### src/rtl/serial_adder_pkg.sv
// Shared definitions for the bit-serial adder: FSM state encodings and the
// bit-counter width helper.
package serial_adder_pkg;

    localparam logic [1:0] ST_IDLE  = 2'd0;
    localparam logic [1:0] ST_SHIFT = 2'd1;
    localparam logic [1:0] ST_DONE  = 2'd2;

    // Counter must hold 0..WIDTH-1; a zero-width counter is not allowed.
    function automatic int cnt_width(input int w);
        int c;
        c = $clog2(w);
        return (c < 1) ? 1 : c;
    endfunction

endpackage

### src/rtl/serial_adder_full_adder_cell.sv
// Combinational one-bit full adder built from two half-adder stages whose
// carries are ORed together.
module full_adder_cell (
    input  logic a,
    input  logic b,
    input  logic ci,
    output logic s,
    output logic co
);

    logic hs1_s;
    logic hs1_c;
    logic hs2_c;

    assign hs1_s = a ^ b;
    assign hs1_c = a & b;
    assign s     = hs1_s ^ ci;
    assign hs2_c = hs1_s & ci;
    assign co    = hs1_c | hs2_c;

endmodule

### src/rtl/serial_adder.sv
// Bit-serial WIDTH-bit adder, LSB first, one full-adder cell reused per cycle.
// Define SERIAL_ADDER_OVF_EN to add a registered signed-overflow output (ovf).
module serial_adder
    import serial_adder_pkg::*;
#(
    parameter int WIDTH = 8
) (
    input  logic             clk,
    input  logic             rst,
    input  logic             start,
    input  logic [WIDTH-1:0] a,
    input  logic [WIDTH-1:0] b,
    input  logic             cin,
    output logic             busy,
    output logic             done,
    output logic [WIDTH-1:0] sum,
    output logic             cout
`ifdef SERIAL_ADDER_OVF_EN
    ,
    output logic             ovf
`endif
);

    localparam int CW = cnt_width(WIDTH);
    localparam logic [CW-1:0] LAST_CNT = CW'(WIDTH - 1);

    logic [1:0]       state_q, state_d;
    logic [WIDTH-1:0] a_sh_q, a_sh_d;
    logic [WIDTH-1:0] b_sh_q, b_sh_d;
    logic [WIDTH-1:0] work_q, work_d;
    logic [WIDTH-1:0] sum_q, sum_d;
    logic             carry_q, carry_d;
    logic             cout_q, cout_d;
    logic [CW-1:0]    count_q, count_d;
    logic [WIDTH-1:0] work_next;
    logic             fa_s;
    logic             fa_co;
`ifdef SERIAL_ADDER_OVF_EN
    logic             ovf_q, ovf_d;
`endif

    full_adder_cell u_fa (
        .a  (a_sh_q[0]),
        .b  (b_sh_q[0]),
        .ci (carry_q),
        .s  (fa_s),
        .co (fa_co)
    );

    // Each new sum bit enters at the MSB so that after WIDTH shifts bit 0 is the LSB.
    generate
        if (WIDTH == 1) begin : g_work_w1
            assign work_next = fa_s;
        end else begin : g_work_wn
            assign work_next = {fa_s, work_q[WIDTH-1:1]};
        end
    endgenerate

    always_comb begin
        state_d = state_q;
        a_sh_d  = a_sh_q;
        b_sh_d  = b_sh_q;
        work_d  = work_q;
        sum_d   = sum_q;
        carry_d = carry_q;
        cout_d  = cout_q;
        count_d = count_q;
`ifdef SERIAL_ADDER_OVF_EN
        ovf_d   = ovf_q;
`endif
        case (state_q)
            ST_IDLE, ST_DONE: begin
                if (start) begin
                    a_sh_d  = a;
                    b_sh_d  = b;
                    carry_d = cin;
                    count_d = '0;
                    state_d = ST_SHIFT;
                end else begin
                    state_d = ST_IDLE;
                end
            end
            ST_SHIFT: begin
                a_sh_d  = a_sh_q >> 1;
                b_sh_d  = b_sh_q >> 1;
                work_d  = work_next;
                carry_d = fa_co;
                count_d = count_q + CW'(1);
                if (count_q == LAST_CNT) begin
                    sum_d   = work_next;
                    cout_d  = fa_co;
`ifdef SERIAL_ADDER_OVF_EN
                    // carry_q is the carry into the MSB on this final cycle
                    ovf_d   = carry_q ^ fa_co;
`endif
                    state_d = ST_DONE;
                end
            end
            default: state_d = ST_IDLE;
        endcase
    end

    always_ff @(posedge clk) begin
        if (rst) begin
            state_q <= ST_IDLE;
            a_sh_q  <= '0;
            b_sh_q  <= '0;
            work_q  <= '0;
            sum_q   <= '0;
            carry_q <= 1'b0;
            cout_q  <= 1'b0;
            count_q <= '0;
`ifdef SERIAL_ADDER_OVF_EN
            ovf_q   <= 1'b0;
`endif
        end else begin
            state_q <= state_d;
            a_sh_q  <= a_sh_d;
            b_sh_q  <= b_sh_d;
            work_q  <= work_d;
            sum_q   <= sum_d;
            carry_q <= carry_d;
            cout_q  <= cout_d;
            count_q <= count_d;
`ifdef SERIAL_ADDER_OVF_EN
            ovf_q   <= ovf_d;
`endif
        end
    end

    assign busy = (state_q == ST_SHIFT);
    assign done = (state_q == ST_DONE);
    assign sum  = sum_q;
    assign cout = cout_q;
`ifdef SERIAL_ADDER_OVF_EN
    assign ovf  = ovf_q;
`endif

endmodule
### config.mk
export PLATFORM = sky130hd
export DESIGN_NAME = serial_adder
export DESIGN_NICKNAME = d
export VERILOG_FILES = /design/src/rtl/serial_adder_pkg.sv /design/src/rtl/serial_adder_full_adder_cell.sv /design/src/rtl/serial_adder.sv
export SDC_FILE = /design/constraint.sdc
export NUM_CORES = 1
export LEC_CHECK = 0
export CORE_MARGIN = 5
export CORE_UTILIZATION = 45
export CTS_CLUSTER_SIZE = 20
export DETAILED_ROUTE_END_ITERATION = 8
export PLACE_DENSITY = 0.74
export SETUP_SLACK_MARGIN = 0.2
export SLEW_MARGIN = 20
export SYNTH_ARGS = -nofsm -noshare
export SYNTH_HDL_FRONTEND = slang
export SYNTH_SLANG_ARGS = --single-unit
### constraint.sdc
create_clock -name clk -period 1.08 [get_ports clk]
set_input_delay 0.324 -clock clk [delete_from_list [all_inputs] [get_ports clk]]
set_output_delay 0.324 -clock clk [all_outputs]
set_load 0.005 [all_outputs]
## Yosys cells after proc, flatten, opt, wreduce, memory -nomap -nowiden

Index checks and enable logic that the tools add are counted.

- Bits in writable memories: 0
- Memory bits (read-only): 0
- Input bits: 20
- Memories: 0
- Output and inout port bits: 11
- Latch bits: 0
- Word-level logic and storage cells: 35
- Flip-flop bits (word level): 39

- Shift-type cells: 0
- Magnitude comparators: 0
- Divide/modulo/power cells: 0
- Multipliers: 0
- Add/sub/neg operators: 1
- Eq/ne operators: 5
- Mux-type cells: 11
- Reductions and logical operators: 5
- Bitwise logic cells: 5

Operator list:

| kind | number |
|---|---|
| $pmux W8 S2 | 2 |
| $mux W8 | 2 |
| $pmux W3 S2 | 1 |
| $pmux W2 S2 | 1 |
| $reduce_and A2 Y1 | 2 |
| $add A3 B1 Y3 const B | 1 |
| $eq A3 B3 Y1 const B | 1 |
| $mux W3 | 1 |
| $and A1 B1 Y1 | 2 |
| $eq A2 B1 Y1 const B | 1 |
| $eq A2 B2 Y1 const B | 1 |
| $logic_not A2 Y1 | 1 |
| $mux W1 | 2 |
| $mux W2 | 1 |
| $ne A2 B1 Y1 const B | 1 |
| $ne A2 B2 Y1 const B | 1 |
| $pmux W1 S2 | 1 |
| $reduce_bool A2 Y1 | 1 |
| $reduce_or A2 Y1 | 1 |
| $xor A1 B1 Y1 | 2 |
| $or A1 B1 Y1 | 1 |

## Logic depth before layout (Yosys ltp)

- Word-level depth: 4
- Depth in mapped cells: 7

## Modules after synthesis

Synthesis repeated with hierarchy kept, for this count alone.

- Cell total of the unflattened synthesis: 189
- Area, all modules: 1539.0 µm²

By module, submodules not included:

| module | times used | cells an instance | area each (µm²) | sequential area each (µm²) |
|---|---|---|---|---|
| serial_adder | 1 | 188 | 1519.0 | 760.7 |
| full_adder_cell | 1 | 1 | 20.0 | 0.0 |

## Worst setup path before layout

Ideal clock, no wire load.

- Path type: reg-to-reg
- From: register count_q[0]
- To: register state_q[0]
- Required time: 952 ps
- Stages on the path, launching flop included: 6
- Arrival: 1059 ps
- Buffers on the path: 1
- Period minus slack after synthesis: 1187 ps
- Slack: -107 ps
- Cell sequence: dfxtp_1 > ha_1 > ha_1 > clkbuf_1 > o21a_1 > nor2_1

- Longest elaborated chain between the ends: 2

RTL lines:

| what | RTL line | source |
|---|---|---|
| from (decl) | serial_adder.sv:34 | `logic [CW-1:0] count_q, count_d;` |
| from (signal assigned) | serial_adder.sv:124 | `count_q <= count_d;` |
| $eq A3 B3 Y1 | serial_adder.sv:89 | `if (count_q == LAST_CNT) begin` |
| $ne A2 B1 Y1 (no line) | - |  |
| to (signal assigned) | serial_adder.sv:117 | `state_q <= state_d;` |
| to (decl) | serial_adder.sv:27 | `logic [1:0] state_q, state_d;` |

No other way between the ends.
A chain may end at the register's enable or synchronous reset.

## Worst setup path in the final report

- From: register state_q[1]
- To: register a_sh_q[0]

- Longest elaborated chain between the ends: 4
- Elaborated cells between the ends (all ways): 8

RTL lines:

| what | RTL line | source |
|---|---|---|
| $eq A2 B2 Y1 / $logic_not A2 Y1 (equally long branches) | serial_adder.sv:71 | `case (state_q)` |
| $reduce_or A2 Y1 | serial_adder.sv:71 |  |
| $ne A2 B2 Y1 (no line) / $reduce_bool A2 Y1 (equally long branches) | - |  |
| $reduce_and A2 Y1 (no line) | - |  |
| to (signal assigned) | serial_adder.sv:118 | `a_sh_q <= a_sh_d;` |
| to (decl) | serial_adder.sv:28 | `logic [WIDTH-1:0] a_sh_q, a_sh_d;` |

Several ways; a longest one is shown, not always the timed one.

==> summary.md <==
| Metric | Value |
|---|---|
| Warnings, synthesis | 0 |
| Final #Nets | between 200 and 300 |
| Failing checks | negative setup slack |
| RSZ-0062 raised after global routing | true |
| R2R Setup Slk | -0.23 ns |
| Vias | 1586 |
| Wire length per cell | approximately 17 µm |
| Syn Nets | ~210 |
| Tmin final | ~1.3 ns |
| Final Hold Vio Count | 0 |
| Slew HR | 0.825 |
| GRT Util Overall | 0.187 |
| Fin Setup TNS | -5.66 ns |
| Top delay family on crit path | buffers and inverters |
| Number of max-cap violations | 0 |
| Tightest Pin Transition | 0.263 ns |
| CP cell instances | nand2b_4, buf_4, buf_12, clkbuf_16, nor2_1, a311oi_2 |
| Clock buffer depth | 2 |
| Root Driver | clkbuf_4 |
| Unique masters post-synth | 17 |
| I/O Buffers | 30 |
| Initial antenna violation count | 0 |
| Gate Count Post-Synth | roughly 190 |
| Synth area leaders | dfxtp_1, nand2_1, a311oi_1 |
| Crit path capture type | register |
| Synth Register Bits | 38 |
| Final setup vio count | slightly below 50 |
| Die Wd | between 60 and 70 µm |
| First-pass GRT wire length | roughly 6400 µm |
| Crit path kind | register to register |
| Tcrit/Tclk final | 1.21 |
| Max FO, Critical Path | 7 |
| Initial DRC Count | around 150 |
| Share of cells above drive strength 1 | 0.500 |
| Most common cell after layout, fill and taps aside | nand2_1 |
| Final total power | 0.00304 W |
| Sink Count | 38 |
| Max-slew violation count | 0 |
| Core region area | about 3300 µm² |
| Power Density | 1170 nW/µm² |
| TritonCTS clock tree | yes |
| Clk_lat worst skew | ~0.34 ns |
| CP Buf/Inv Count | 3 |
| Largest net degree at the start of global routing | 22 |
| TritonRoute pass-1 iters | 4 |
| Slowest CP cell | dfxtp_2 |
| Max Freq | 763 MHz |
| Clock-pin slew on the worst setup and hold paths | 0.11 ns |
| Yosys top cell area share | 0.494 |
| Hpwl dp | 2250 µm |
| Register area share after synthesis | 0.494 |
| H-Tree Depth | 2 |
| Cell area after synthesis | around 1500 µm² |
| ANT nets after route | 0 |
| Crit-path max cell delay | around 0.36 ns |
| Hold_buf cts | 0 |
| Die area | 4690 µm² |
| Vias per cell | 5.43 |
| GRT overflow | 0 |
| Residual DRC count | 0 |
| Max rail drop VDD | about 0.98 mV |
| Clk_skew | approximately 0.0038 ns |
| Status | finished, violations left |
| Die Ht | around 70 µm |
| Inserted Diodes | 0 |
| Final WL | 5000 µm |
| CTS buffer count | 5 |
| Class of the worst hold path | register to register |
| IO Pins | 31 |
| Row count | 21 |
| Setup ws final | -0.230 ns |
| Leak | 1.01 nW |
| WP data arrival | between 1.5 and 2 ns |
| Syn-to-layout area delta | 68.5% |
| Most frequent cells in the layout | nand2_1, dfxtp_1, nand2_2, clkdlybuf4s50_1, nor2_1 |
| Req. time, crit path | roughly 1.3 ns |
| Area leader, netlist | dfxtp_1 |
| GP Congestion | between 0.8 and 0.9 |
| Crit path launch type | register |
| Non-Filler Instances | between 200 and 300 |
| Initial core utilization | 0.461 |
| DP Cell Count | around 260 |
| Syn_area_per_cell | between 8 and 9 µm² |
| Vias in the first global route | roughly 1400 |
[metal layers]
metal / part of all wire / GRT usage
met1: 0.42 / 0.233
met3: 0.056 / 0.0460
met4: 0.012 / 0.0868
met5: 0 / 0
met2: 0.51 / 0.299
[worst reg2reg max path: stages (launching register included)]
cell and delay (ns):
dfxtp_2 0.36, nand2b_4 0.13, buf_4 0.11, buf_12 0.14, clkbuf_16 0.16, nor2_1 0.06, a311oi_2 0.26
[what timing repair did]
item,in CTS,in global routing
cloned,5,6
endpoints found under the setup margin,49,49
resized for setup,71,74
pin swaps,6,32
buffers inserted,2,7
[kinds of logic (layout without fill, tap and decap cells)]
group | Yosys count | after routing | share of synthesized area
adder cells (fa/ha/maj) | 3 | 3 | 0.0293
buffers and inverters | 17 | 71 | 0.0667
flip-flops | 38 | 38 | 0.494
AO/OA/AOI/OAI | 37 | 37 | 0.159
AND/OR/NAND/NOR | 94 | 97 | 0.251
[area by class of cell]
cell class                      count  area, µm²
Timing Repair Buffer               62        719
Fill cell                         212        743
Clock inverter                      1       5.00
Clock buffer                        7       55.1
Inverter                            1       3.75
Tap cell                           46       57.6
Sequential cell                    38        783
Multi-Input combinational cell    137        970
[synth_stat cells]
master	count
a21oi_1	21
a311oi_1	15
buf_2	4
buf_4	3
buf_6	3
clkbuf_1	6
dfxtp_1	38
fa_1	1
ha_1	2
inv_2	1
nand2_1	57
nand2b_1	3
nand3_1	14
nand3b_1	1
nor2_1	17
nor2b_1	2
o21a_1	1
[worst paths after layout]
kind	startpoint	end	cells past startpoint
min reg2reg	b_sh_q[7]	b_sh_q[7]	2
max reg2reg	state_q[1]	a_sh_q[0]	6
min	b_sh_q[7]	b_sh_q[7]	2
max	state_q[1]	a_sh_q[0]	6
[flip-flops by register name, indices dropped and copies added, names as in the netlist]
name / flops
state_q: 2
work_q: 7
b_sh_q: 8
sum: 8
a_sh_q: 8
count_q: 3
cout: 1
carry_q: 1
[where the power goes]
group | switching (W) | internal [W]
registers | 0.0000594 | 0.00148
logic | 0.000344 | 0.000390
clock network | 0.000458 | 0.000316
[metrics by stage]
step,area [µm²],hold slack (ns),setup slack [ns],util
finish,2590,0.469,-0.230,0.777
global route,2590,0.498,-0.293,0.777
CTS,2140,0.465,-0.223,0.643
detailed placement,1970,0.447,-0.536,0.590
global placement,1970,0.447,-0.491,0.590
floorplan,1600,0.432,-0.0630,-
No activity file was read; power rests on OpenSTA's default activity.
